==> config.mk <==
export PLATFORM = sky130hd
export DESIGN_NAME = dmem_ctrl_flat
export DESIGN_NICKNAME = d
export VERILOG_FILES = /design/src/rtl/dmem_ctrl_if.sv /design/src/rtl/dmem_ctrl.sv /design/src/flat_wrapper.sv
export SDC_FILE = /design/constraint.sdc
export NUM_CORES = 1
export LEC_CHECK = 0
export ABC_CLOCK_PERIOD_IN_PS = 5000
export CAP_MARGIN = 20
export CORE_MARGIN = 1
export CORE_UTILIZATION = 47
export CTS_CLUSTER_DIAMETER = 120
export CTS_CLUSTER_SIZE = 14
export DETAILED_ROUTE_END_ITERATION = 8
export PLACE_DENSITY = 0.89
export SLEW_MARGIN = 20
export SYNTH_ARGS = -nofsm -noshare
export SYNTH_HDL_FRONTEND = slang
export SYNTH_SLANG_ARGS = --single-unit
==> constraint.sdc <==
create_clock -name clk -period 5 [get_ports clk]
set_input_delay 0.75 -clock clk [delete_from_list [all_inputs] [get_ports clk]]
set_output_delay 0.75 -clock clk [all_outputs]
set_load 0.01 [all_outputs]
==> src/rtl/dmem_ctrl_if.sv <==
`default_nettype none
// ============================================================================
// Module      : dmem_ctrl_if
// Description : Request/response and memory-side bundle for dmem_ctrl.
//               slave  = controller view, master = requesters + memory view.
// Revision    : 1.0 - initial release
// ============================================================================
interface dmem_ctrl_if #(
    parameter int ADDR_WIDTH = 10,
    parameter int DATA_WIDTH = 32
);
    // Requester side, port n packed at index n
    logic [1:0]              req;
    logic [1:0]              gnt;
    logic [1:0]              p_we;
    logic [3:0]              p_size;
    logic [1:0]              p_unsigned;
    logic [2*ADDR_WIDTH-1:0] p_addr;
    logic [2*DATA_WIDTH-1:0] p_wdata;

    // Response side
    logic                    rsp_valid;
    logic                    rsp_id;
    logic                    rsp_err;
    logic [DATA_WIDTH-1:0]   rsp_rdata;
    logic                    busy;

    // Data-memory side
    logic                    mem_wr_en;
    logic [ADDR_WIDTH-1:0]   mem_addr;
    logic [DATA_WIDTH-1:0]   mem_wr_data;
    logic [DATA_WIDTH-1:0]   mem_rd_data;

    modport slave (
        input  req, p_we, p_size, p_unsigned, p_addr, p_wdata, mem_rd_data,
        output gnt, rsp_valid, rsp_id, rsp_err, rsp_rdata, busy,
               mem_wr_en, mem_addr, mem_wr_data
    );

    modport master (
        output req, p_we, p_size, p_unsigned, p_addr, p_wdata, mem_rd_data,
        input  gnt, rsp_valid, rsp_id, rsp_err, rsp_rdata, busy,
               mem_wr_en, mem_addr, mem_wr_data
    );
endinterface
`default_nettype wire

==> src/rtl/dmem_ctrl.sv <==
`default_nettype none
// ============================================================================
// Module      : dmem_ctrl
// Description : Two-port arbiter and access sequencer for the byte-addressed,
//               word-wide data memory. Byte/half/word loads and stores become
//               aligned word accesses; sub-word stores use read-modify-write.
//               Load data is returned sign- or zero-extended.
// Options     : DMEM_CTRL_FIXED_PRIO_EN - port 0 always wins simultaneous
//               requests (default: round-robin).
// Revision    : 1.0 - initial release
// ============================================================================
module dmem_ctrl #(
    parameter int ADDR_WIDTH = 10,
    parameter int DATA_WIDTH = 32,
    parameter int DEPTH      = 1024
) (
    input  wire logic   clk,
    input  wire logic   reset,
    dmem_ctrl_if.slave  bus
);

    localparam logic [31:0] c_depth = 32'(DEPTH);
    localparam logic [1:0]  c_byte  = 2'b00;
    localparam logic [1:0]  c_half  = 2'b01;
    localparam logic [1:0]  c_word  = 2'b10;
    localparam logic [1:0]  c_bad   = 2'b11;

    typedef enum logic [1:0] {
        S_IDLE   = 2'd0,
        S_ACCESS = 2'd1,
        S_MERGE  = 2'd2,
        S_DONE   = 2'd3
    } state_t;

    state_t                  r_state;
    state_t                  w_state_nxt;

    // Latched transaction
    logic                    r_we;
    logic [1:0]              r_size;
    logic                    r_unsigned;
    logic [ADDR_WIDTH-1:0]   r_addr;
    logic [DATA_WIDTH-1:0]   r_wdata;
    logic                    r_id;
    logic                    r_err;
    logic [DATA_WIDTH-1:0]   r_word;
    logic [ADDR_WIDTH-1:0]   r_mem_addr;

    // Winner selection and its request fields
    logic                    w_win;
    logic                    w_sel_we;
    logic [1:0]              w_sel_size;
    logic                    w_sel_unsigned;
    logic [ADDR_WIDTH-1:0]   w_sel_addr;
    logic [DATA_WIDTH-1:0]   w_sel_wdata;
    logic                    w_sel_err;
    logic                    w_accept;

    logic [1:0]              w_gnt;
    logic                    w_mem_wr_en;
    logic [DATA_WIDTH-1:0]   w_mem_wr_data;
    logic [DATA_WIDTH-1:0]   w_merged;
    logic [7:0]              w_lane8;
    logic [15:0]             w_lane16;
    logic [DATA_WIDTH-1:0]   w_load;

`ifdef DMEM_CTRL_FIXED_PRIO_EN
    // Port 0 wins whenever it requests
    always_comb begin
        w_win = ~bus.req[0];
    end
`else
    logic                    r_last;

    // Round-robin: on a tie the port not granted last wins
    always_comb begin
        w_win = bus.req[1];
        if (bus.req == 2'b11) begin
            w_win = ~r_last;
        end
    end

    // Last-grant pointer; reset to 1 so port 0 wins the first tie
    always_ff @(posedge clk) begin
        if (reset) begin
            r_last <= 1'b1;
        end else if (w_accept) begin
            r_last <= w_win;
        end
    end
`endif

    // Mux the winning port's fields and check legality before acceptance
    always_comb begin
        w_sel_we       = w_win ? bus.p_we[1]       : bus.p_we[0];
        w_sel_size     = w_win ? bus.p_size[3:2]   : bus.p_size[1:0];
        w_sel_unsigned = w_win ? bus.p_unsigned[1] : bus.p_unsigned[0];
        w_sel_addr     = w_win ? bus.p_addr[2*ADDR_WIDTH-1:ADDR_WIDTH]
                               : bus.p_addr[ADDR_WIDTH-1:0];
        w_sel_wdata    = w_win ? bus.p_wdata[2*DATA_WIDTH-1:DATA_WIDTH]
                               : bus.p_wdata[DATA_WIDTH-1:0];
        w_sel_err      = (w_sel_size == c_bad)
                       || ((w_sel_size == c_half) && w_sel_addr[0])
                       || ((w_sel_size == c_word) && (w_sel_addr[1:0] != 2'b00))
                       || ({{(32-ADDR_WIDTH){1'b0}}, w_sel_addr} >= c_depth);
        w_accept       = (r_state == S_IDLE) && (|bus.req) && !reset;
    end

    // State register
    always_ff @(posedge clk) begin
        if (reset) begin
            r_state <= S_IDLE;
        end else begin
            r_state <= w_state_nxt;
        end
    end

    // Next state, grant and memory write strobes; reset forces all quiet
    always_comb begin
        w_state_nxt   = r_state;
        w_gnt         = 2'b00;
        w_mem_wr_en   = 1'b0;
        w_mem_wr_data = '0;
        case (r_state)
            S_IDLE: begin
                if (|bus.req) begin
                    w_gnt       = w_win ? 2'b10 : 2'b01;
                    w_state_nxt = w_sel_err ? S_DONE : S_ACCESS;
                end
            end
            S_ACCESS: begin
                if (r_we && (r_size == c_word)) begin
                    w_mem_wr_en   = 1'b1;
                    w_mem_wr_data = r_wdata;
                    w_state_nxt   = S_DONE;
                end else if (r_we) begin
                    w_state_nxt   = S_MERGE;
                end else begin
                    w_state_nxt   = S_DONE;
                end
            end
            S_MERGE: begin
                w_mem_wr_en   = 1'b1;
                w_mem_wr_data = w_merged;
                w_state_nxt   = S_DONE;
            end
            S_DONE: begin
                w_state_nxt = S_IDLE;
            end
            default: begin
                w_state_nxt = S_IDLE;
            end
        endcase
        if (reset) begin
            w_gnt         = 2'b00;
            w_mem_wr_en   = 1'b0;
            w_mem_wr_data = '0;
        end
    end

    // Latch the accepted request and capture memory read data after ACCESS
    always_ff @(posedge clk) begin
        if (reset) begin
            r_we       <= 1'b0;
            r_size     <= 2'b00;
            r_unsigned <= 1'b0;
            r_addr     <= '0;
            r_wdata    <= '0;
            r_id       <= 1'b0;
            r_err      <= 1'b0;
            r_word     <= '0;
            r_mem_addr <= '0;
        end else begin
            if (w_accept) begin
                r_we       <= w_sel_we;
                r_size     <= w_sel_size;
                r_unsigned <= w_sel_unsigned;
                r_addr     <= w_sel_addr;
                r_wdata    <= w_sel_wdata;
                r_id       <= w_win;
                r_err      <= w_sel_err;
                if (!w_sel_err) begin
                    r_mem_addr <= {w_sel_addr[ADDR_WIDTH-1:2], 2'b00};
                end
            end
            if ((r_state == S_ACCESS) && !(r_we && (r_size == c_word))) begin
                r_word <= bus.mem_rd_data;
            end
        end
    end

    // Replace the addressed byte or half lane of the captured word
    always_comb begin
        w_merged = r_word;
        if (r_size == c_byte) begin
            case (r_addr[1:0])
                2'b00:   w_merged = {r_word[31:8],  r_wdata[7:0]};
                2'b01:   w_merged = {r_word[31:16], r_wdata[7:0], r_word[7:0]};
                2'b10:   w_merged = {r_word[31:24], r_wdata[7:0], r_word[15:0]};
                default: w_merged = {r_wdata[7:0],  r_word[23:0]};
            endcase
        end else if (r_size == c_half) begin
            w_merged = r_addr[1] ? {r_wdata[15:0], r_word[15:0]}
                                 : {r_word[31:16], r_wdata[15:0]};
        end
    end

    // Little-endian lane select and sign/zero extension of load data
    always_comb begin
        case (r_addr[1:0])
            2'b00:   w_lane8 = r_word[7:0];
            2'b01:   w_lane8 = r_word[15:8];
            2'b10:   w_lane8 = r_word[23:16];
            default: w_lane8 = r_word[31:24];
        endcase
        w_lane16 = r_addr[1] ? r_word[31:16] : r_word[15:0];
        case (r_size)
            c_byte:  w_load = r_unsigned ? {24'h0, w_lane8}
                                         : {{24{w_lane8[7]}}, w_lane8};
            c_half:  w_load = r_unsigned ? {16'h0, w_lane16}
                                         : {{16{w_lane16[15]}}, w_lane16};
            default: w_load = r_word;
        endcase
    end

    assign bus.gnt         = w_gnt;
    assign bus.mem_wr_en   = w_mem_wr_en;
    assign bus.mem_wr_data = w_mem_wr_data;
    assign bus.mem_addr    = r_mem_addr;
    assign bus.busy        = (r_state != S_IDLE) && !reset;
    assign bus.rsp_valid   = (r_state == S_DONE) && !reset;
    assign bus.rsp_id      = bus.rsp_valid && r_id;
    assign bus.rsp_err     = bus.rsp_valid && r_err;
    assign bus.rsp_rdata   = (bus.rsp_valid && !r_we && !r_err) ? w_load : '0;

endmodule
`default_nettype wire
==> src/flat_wrapper.sv <==
// flat-port wrapper written by rule: the top's interface ports become plain ports
module dmem_ctrl_flat 
#(
    parameter int ADDR_WIDTH = 10,
    parameter int DATA_WIDTH = 32,
    parameter int DEPTH      = 1024
)
  (clk, reset, bus_req, bus_p_we, bus_p_size, bus_p_unsigned, bus_p_addr, bus_p_wdata, bus_mem_rd_data, bus_gnt, bus_rsp_valid, bus_rsp_id, bus_rsp_err, bus_rsp_rdata, bus_busy, bus_mem_wr_en, bus_mem_addr, bus_mem_wr_data);
  dmem_ctrl_if #(.ADDR_WIDTH(ADDR_WIDTH), .DATA_WIDTH(DATA_WIDTH)) bus_i ();
  input  wire logic clk;
  input  wire logic reset;
  input wire logic [$bits(bus_i.req)-1:0] bus_req;
  input wire logic [$bits(bus_i.p_we)-1:0] bus_p_we;
  input wire logic [$bits(bus_i.p_size)-1:0] bus_p_size;
  input wire logic [$bits(bus_i.p_unsigned)-1:0] bus_p_unsigned;
  input wire logic [$bits(bus_i.p_addr)-1:0] bus_p_addr;
  input wire logic [$bits(bus_i.p_wdata)-1:0] bus_p_wdata;
  input wire logic [$bits(bus_i.mem_rd_data)-1:0] bus_mem_rd_data;
  output wire logic [$bits(bus_i.gnt)-1:0] bus_gnt;
  output wire logic [$bits(bus_i.rsp_valid)-1:0] bus_rsp_valid;
  output wire logic [$bits(bus_i.rsp_id)-1:0] bus_rsp_id;
  output wire logic [$bits(bus_i.rsp_err)-1:0] bus_rsp_err;
  output wire logic [$bits(bus_i.rsp_rdata)-1:0] bus_rsp_rdata;
  output wire logic [$bits(bus_i.busy)-1:0] bus_busy;
  output wire logic [$bits(bus_i.mem_wr_en)-1:0] bus_mem_wr_en;
  output wire logic [$bits(bus_i.mem_addr)-1:0] bus_mem_addr;
  output wire logic [$bits(bus_i.mem_wr_data)-1:0] bus_mem_wr_data;
  assign bus_i.req = bus_req;
  assign bus_i.p_we = bus_p_we;
  assign bus_i.p_size = bus_p_size;
  assign bus_i.p_unsigned = bus_p_unsigned;
  assign bus_i.p_addr = bus_p_addr;
  assign bus_i.p_wdata = bus_p_wdata;
  assign bus_i.mem_rd_data = bus_mem_rd_data;
  assign bus_gnt = bus_i.gnt;
  assign bus_rsp_valid = bus_i.rsp_valid;
  assign bus_rsp_id = bus_i.rsp_id;
  assign bus_rsp_err = bus_i.rsp_err;
  assign bus_rsp_rdata = bus_i.rsp_rdata;
  assign bus_busy = bus_i.busy;
  assign bus_mem_wr_en = bus_i.mem_wr_en;
  assign bus_mem_addr = bus_i.mem_addr;
  assign bus_mem_wr_data = bus_i.mem_wr_data;
  dmem_ctrl #(.ADDR_WIDTH(ADDR_WIDTH), .DATA_WIDTH(DATA_WIDTH), .DEPTH(DEPTH)) u_core (.clk(clk), .reset(reset), .bus(bus_i));
endmodule
==> results of run 1 <==
==> layout by cell type, fill, tap and decap left out, types with 3 or more instances in the layout <==
cell type | netlist | layout
nand2_1 | 113 | 113
a311oi_1 | 4 | 4
nor2_1 | 70 | 70
dfxtp_1 | 83 | 83
a22oi_1 | 15 | 15
a31o_2 | 3 | 3
a31oi_1 | 8 | 8
o22ai_1 | 7 | 7
inv_1 | 28 | 28
mux2i_1 | 16 | 16
o2111ai_1 | 8 | 8
nand3b_1 | 10 | 10
o21ai_0 | 5 | 5
a21o_1 | 8 | 8
and2_1 | 4 | 3
nor2b_1 | 4 | 3
a222oi_1 | 34 | 34
clkbuf_8 | 0 | 11
a21oi_1 | 90 | 90
buf_4 | 5 | 8
o21ai_1 | 25 | 24
nor3_1 | 18 | 17
a2111oi_0 | 7 | 7
clkdlybuf4s50_1 | 0 | 205
ha_1 | 4 | 4
and3_1 | 9 | 9
a22o_1 | 7 | 7
mux4_2 | 8 | 8
==> worst max-delay path, cell delays in order <==
cell and delay, ps:
buf_2 310, nor2b_1 350, nand2_1 440, a2111oi_0 750, clkdlybuf4s50_1 670
==> layout make-up <==
cell class              count  area [sq um]  share of cell area
well taps                 136           170              0.0232
inverters                  30           113              0.0154
multi-input cells         500          3020               0.413
clock buffers              11           151              0.0207
repair buffers            214          2120               0.289
clock inverters             5          83.8              0.0115
flip-flops and latches     83          1660               0.227
==> final timing paths <==
check,start,endpoint,cells after the start
worst min register to register,u_core.bus.mem_addr[4],u_core.bus.mem_addr[4],2
worst min-delay path,u_core.bus.mem_addr[4],u_core.bus.mem_addr[4],2
worst max-delay path,reset,bus_rsp_rdata[4],5
worst max register to register,u_core.r_size[0],u_core.r_word[23],5
==> kinds of logic after synthesis <==
group                    synth area share
multiplexers                       0.0691
AO/OA/AOI/OAI                       0.307
buffers and inverters              0.0834
other                            0.000737
adder cells (fa/ha/maj)           0.00984
AND/OR/NAND/NOR                     0.203
flip-flops                          0.327
==> flip-flops by register name (all words and copies together), names as in the netlist <==
signal,cells
u_core.r_unsigned,1
u_core.r_size,2
u_core.r_addr,2
u_core.r_word,32
u_core.bus.mem_addr,8
u_core.r_id,1
u_core.r_we,1
u_core.r_err,1
u_core.r_wdata,32
u_core.r_state,2
u_core.r_last,1
==> power groups by stage <==
stage | clock, mW | combinational, mW | sequential [mW]
floorplan | 0 | 0.988 | 0.935
global placement | 0 | 1.27 | 1.05
detailed placement | 0 | 1.31 | 1.06
CTS | 0.572 | 1.32 | 1.05
global route | 0.599 | 1.46 | 1.08
finish | 0.563 | 1.34 | 1.06
==> per-layer routing <==
metal | GRT usage | share of wire | vias to the layer above
met3 | 0.0613 | 0.11 | 56
met1 | 0.422 | 0.38 | 2847
li1 | - | - | 2785
met5 | 0 | 0 | -
met4 | 0.149 | 0.031 | 0
met2 | 0.573 | 0.48 | 399
==> impl.org, run 1 <==
** CTS
- Clock transition at path regs :: 90 ps
- Once the clock tree was built, the resizer swapped 0 gates to a different size.
- Maximum level of the CTS H-tree :: 3
- The tree is rooted in a clkbuf_8.
- TritonCTS clock tree :: yes
- Clock Latency Late Sink :: about 360 ps
- The clock passes through at most 2 buffers.
- Buffers inserted during clock tree synthesis total 9.
- TritonCTS sink count :: a little over 80
- CTS Hold Buffers Added :: 0
- The number of setup buffers added after CTS is 0.

** Finish
- Antenna fix cells :: 0
- Cell area after layout :: between 7000 and 8000 sq um
- Layout overhead on the synthesized area :: 43.9%
- After the last flow step, the layout net total stands at 970.
- Fraction of layout instances using a drive strength above 1 :: 0.0593
- Layout filler cell count :: about 850
- At the end of the flow the core is filled with cells to 0.703.
- Layout Cells excl Fill :: 979

** Floorplan
- Starting utilization of the core area :: 0.488
- Full die area :: 11200 sq um
- The die is 106 microns wide.
- In this run the vertical extent of the chip is 106 microns.
- Std-Cell Core Area :: about 10000 sq um
- In this run the core area contains 37 standard-cell rows.
- For this design the top-level I/O count stands at 209.

** GRT
- Entering global routing, the biggest net connects 42 pins.
- Global routing finished with a remaining overflow of 0.
- The number of global-route vias before repair was about 5800.
- The first global-routing pass estimated 29800 microns of wire.
- Global router's overall resource usage :: 0.339
- Initial antenna violation count :: 0

** Timing
- In this run the tightest slew margin relative to its limit is 0.289.
- Fin Clk Skew :: 6.90 ps
- Portion of the clock cycle consumed by the worst path in the final layout :: 0.804
- Transition at the pin with the smallest max-transition slack :: 1060 ps
- The count of final max-slew check failures was 0.
- The total count of hold-check failures in the final report came to 0.
- Achievable Freq :: approximately 250 MHz
- Final-layout worst hold slack :: 465 ps
- RSZ-0062 raised after global routing :: false
- Final sum of negative setup slack :: 0 ps
- Final count of negative-setup-slack endpoints :: 0
- Post-route setup slack :: between 900 and 1000 ps
- Final critical delay including setup and external delays :: 4020 ps

** Detailed routing
- Via/cell ratio :: 6.22
- In the routed design, unresolved DRC markers number 0.
- After detailed routing, the total wire length is 19500 microns.
- For this run, the detailed router's first-pass iteration total came to 9.
- Detailed-route via count :: 6087
- The detail route stage leaves a number of antenna-violating nets equal to 0.
- The first routing iteration left between 800 and 900 violations.
- Dividing the detail-routed wire length by the instance count gives 19.9 microns.

** Pwr
- The share of total power dissipated in combinational logic is 0.453.
- The worst-case IR drop observed on VDD is approximately 230 uV.
- For this design the ratio of total power to cell area is about 410 nW/um^2.
- Cell-internal power :: ~1.7 mW
- In this run the power spent charging and discharging nets is around 1.3 mW.
- Switching power share of the total :: 0.439
- Total power of the final layout :: ~3.0 mW
- For this design the static power due to leakage is 2.62 nW.
- Clock power frac :: 0.190
- Share of power burned in registers :: 0.358

** Critical path
- Slack of the worst reg-to-reg path :: 2500 ps
- Crit Path Max Fanout :: 37
- The worst setup path is launched from an input port.
- The worst setup path is of the input port to primary output kind.
- At the worst endpoint, the arrival time is 3270 ps.
- Data required, critical path :: approximately 4300 ps
- STA classifies the critical path endpoint as a primary output.

** Yosys
- Ranked by total cell area, the synthesized netlist is headed by dfxtp_1 (33%), a21oi_1 (8.9%), nand2_1 (8.3%).
- Synth warn :: 0
- For this run, asynchronously set or reset flops after synthesis account for 0.
- In this run, synthesis inferred 0 flip-flops with an integrated enable.
- Area leader, netlist :: dfxtp_1
- Synth Cell Area :: 5080 sq um
- Of the post-synthesis cell area, the dominant cell type holds 0.327.
- Number of unique standard cell types used by synthesis :: roughly 50
- For this run, the register share of the synthesized area comes to 0.327.
- In the post-synthesis netlist, the cell with the most instances is nand2_1.
- Number of synthesized register bits :: 83
- For this run, the leading register cell type out of synthesis is dfxtp_1.
- Syn avg cell area :: 7.50 sq um
- Synthesis produced 678 cells.
- Post-synth top cells :: nand2_1 (113), a21oi_1 (90), dfxtp_1 (83)

** Flow run
- Max-capacitance violation count :: 0

** Min path
- The path class of the tightest hold or removal check is flip-flop to flip-flop.

** Place
- Before CTS, the worst setup slack after placement is 1080 ps.
- In this run the tool buffered the top-level ports with about 200 buffer cells.
- Once placement completed, the tool counted placed cells totaling 963.
- Detailed Place HPWL :: 14400 microns
- Once placement finished, the instance area stood at between 7000 and 8000 sq um.
- RD Place Congestion :: 0.949

** Status
- The run finished with clean final reports.
Power figures use the tool's default switching activity.
==> run 2, diff against run 1 <==
Settings changed: ABC_CLOCK_PERIOD_IN_PS 5000 to 4000, CORE_UTILIZATION 47 to 44, PLACE_DENSITY 0.89 to 0.84.
Clock period 5 ns to 4 ns, I/O delays scaled along.
==> run 2 against run 1 <==
Design area rose by 1.1%. Worst setup slack worse by 570 ps. Register-to-register slack got worse by 1200 ps. Critical endpoint is now bus_mem_wr_data[12].
==> impl.org, run 2 (synthesis gave the netlist of run 1 again) <==
** Timing
- The headroom to the max-slew limit is 0.299 (was 0.289).
- Final count of negative-setup-slack endpoints :: 0 (unchanged)
- Final sum of negative setup slack :: 0 ps (unchanged)
- Final critical delay including setup and external delays :: 3600 ps
- RSZ-0062 raised after global routing: false (unchanged).
- The clock tree skew after final layout is 7.04 ps (was 6.90 ps).
- The total count of hold-check failures in the final report was 0 (unchanged).
- Dividing the final minimum period by the clock period gives 0.899.
- The count of final max-slew check failures was 0 (unchanged).
- Post-route setup slack :: 403 ps (was 978 ps)
- Static timing analysis puts the maximum clock frequency at about 280 MHz.
- Transition at the pin with the smallest max-transition slack :: 1050 ps (was 1060 ps)

** Critical path
- Type of element capturing the critical path :: primary output (unchanged)
- The data arrival time of the critical path is 3000 ps (was 3270 ps).
- The highest fanout seen on the critical path is 22 (was 37).
- The required time of the critical path is 3400 ps (was 4250 ps).
- Category of the most critical setup path :: flip-flop to primary output (was input port to primary output)
- Type of element launching the critical path :: flip-flop (was input port)

** CTS
- The clock latency on the worst-skew pair came to 340 ps (was 360 ps).
- Number of buffers inserted during clock tree synthesis :: 9 (unchanged)
- The total of cells resized after clock tree synthesis is 0 (unchanged).
- The clock input transition at the sequential cells of the worst setup and hold paths is 60 ps (was 90 ps).
- The CTS H-tree depth was 3 (unchanged).
- The post-CTS setup buffer count came to 0 (unchanged).
- TritonCTS sink count :: 83 (unchanged)
- The number of buffers added to fix hold violations after cts is 0 (unchanged).
- Root buffer cell :: clkbuf_16 (was clkbuf_8)
- The CTS tree is yes (unchanged).
- Clk buf depth :: 2 (unchanged)

** GRT
- Via count of the first global-routing pass :: 5662 (was 5752)
- Global router's overall resource usage :: 0.323 (was 0.339)
- Initial antenna violation count :: 0 (unchanged)
- Largest net degree at the start of global routing :: 75 (was 42)
- The overflow left after global routing came to 0 (unchanged).
- Wire length of the first global-routing pass :: 29200 microns (was 29800 microns)

** Detailed routing
- The violation count after the first detailed-route iteration is 739 (was 886).
- Detailed-route via count :: 6050 (was 6087)
- The average vias per placed instance was 6.13 (was 6.22).
- Number of nets with antenna violations after routing :: 0 (unchanged)
- The post-detailed-routing wire length is 19400 microns (was 19500 microns).
- Router iterations before antenna repair :: 8 (was 9)
- The final routed wire length divided by cell count was 19.7 microns (was 19.9 microns).
- The number of DRC violations after detailed routing came to 0 (unchanged).

** Floorplan
- Site Rows :: 38 (was 37)
- Die width :: 110 microns (was 106 microns)
- Std-Cell Core Area :: 11000 sq um (was 10400 sq um)
- The initial cell density of the core is 0.461 (was 0.488).
- Die span in y :: 110 microns (was 106 microns)
- The number of primary I/O pins is 209 (unchanged).
- The die outline area is 12000 sq um (was 11200 sq um).

** Pwr
- The total leakage power was 2.66 nW (was 2.62 nW).
- The power per standard cell area came to 517 nW/um^2 (was 405 nW/um^2).
- The largest voltage drop on the vdd net is 267 uV (was 234 uV).

** Finish
- Layout filler cell count :: 940 (was 848)
- The proportion of layout cells with a drive suffix above 1 was 0.0579 (was 0.0593).
- The total inserted antenna cells was 0 (unchanged).
- Most frequent cells in the layout :: clkdlybuf4s50_1 (205), nand2_1 (113), a21oi_1 (90), dfxtp_1 (83), nor2_1 (70) (unchanged)
- Commonest non-fill, non-tap cell in the layout :: clkdlybuf4s50_1 (unchanged)
- The net count of the finished layout was 974 (was 970).
- The growth of design area from synthesis to finish is 45.5% (was 43.9%).

** Status
- Outcome :: finished, final reports clean (unchanged)

** Flow run
- Max-capacitance violation count :: 0 (unchanged)

** Min path
- Classification of the worst-slack hold path :: flip-flop to flip-flop (unchanged)

** Place
- The post-DP HPWL was 14400 microns (about the same).
- The pre-CTS worst setup slack is 779 ps (was 1080 ps).
- The final weighted congestion of routability-driven global placement is 0.953 (was 0.949).
- The number of port buffers came to 206 (unchanged).
run 2: changes by cell type in the layout (fill, tap and decap cells not counted), moves of 3 or more:
cell	change
clkbuf_1	+3
clkbuf_8	-11
buf_4	+4
clkbuf_16	+9
run 2: final cells by class:
cell class | instances | area, sq um | area share
Sequential cell | 83 | 1660 | 0.225
Multi-Input combinational cell | 500 | 3020 | 0.408
Clock buffer | 12 | 236 | 0.0320
Tap cell | 140 | 175 | 0.0237
Timing Repair Buffer | 218 | 2150 | 0.290
Clock inverter | 4 | 51.3 | 0.00693
Inverter | 30 | 113 | 0.0152
run 2: critical path, cell delays in order (launching register included):
cell and delay [ps]:
dfxtp_1 910, nor2_1 370, and2_0 420, nor3_1 270, a21o_1 110, clkdlybuf4s50_1 570
run 2: worst paths after layout:
kind                     startpoint                endpoint  slack (ps)  cells past startpoint
min reg2reg  u_core.bus.mem_addr[3]  u_core.bus.mem_addr[3]         470                      2
max                u_core.r_addr[1]     bus_mem_wr_data[12]         400                      5
min          u_core.bus.mem_addr[3]  u_core.bus.mem_addr[3]         470                      2
max reg2reg        u_core.r_size[0]        u_core.r_word[3]        1330                      5
run 2: through the flow:
step	hold slack, ps	total power [mW]	util	cells	cell area [sq um]
global placement	445	2.92	0.644	971	7110
floorplan	446	2.40	-	679	5090
detailed placement	447	2.96	0.644	971	7110
CTS	464	3.78	0.670	987	7390
global route	488	4.03	0.671	987	7400
finish	466	3.83	0.671	987	7400
run 2: report_power, final:
group	switching (mW)	total [mW]	internal (mW)
clock	0.337	0.821	0.484
sequential	0.302	1.32	1.02
combinational	0.996	1.69	0.690
total	1.63	3.83	2.19
run 2: routing by layer:
layer	routed length (microns)	vias to the layer above	part of all wire	global-route usage
li1	-	2806	-	-
met1	7350	2760	0.38	0.392
met2	8700	409	0.45	0.513
met3	2510	75	0.13	0.0937
met4	876	0	0.045	0.174
met5	0	-	0	0
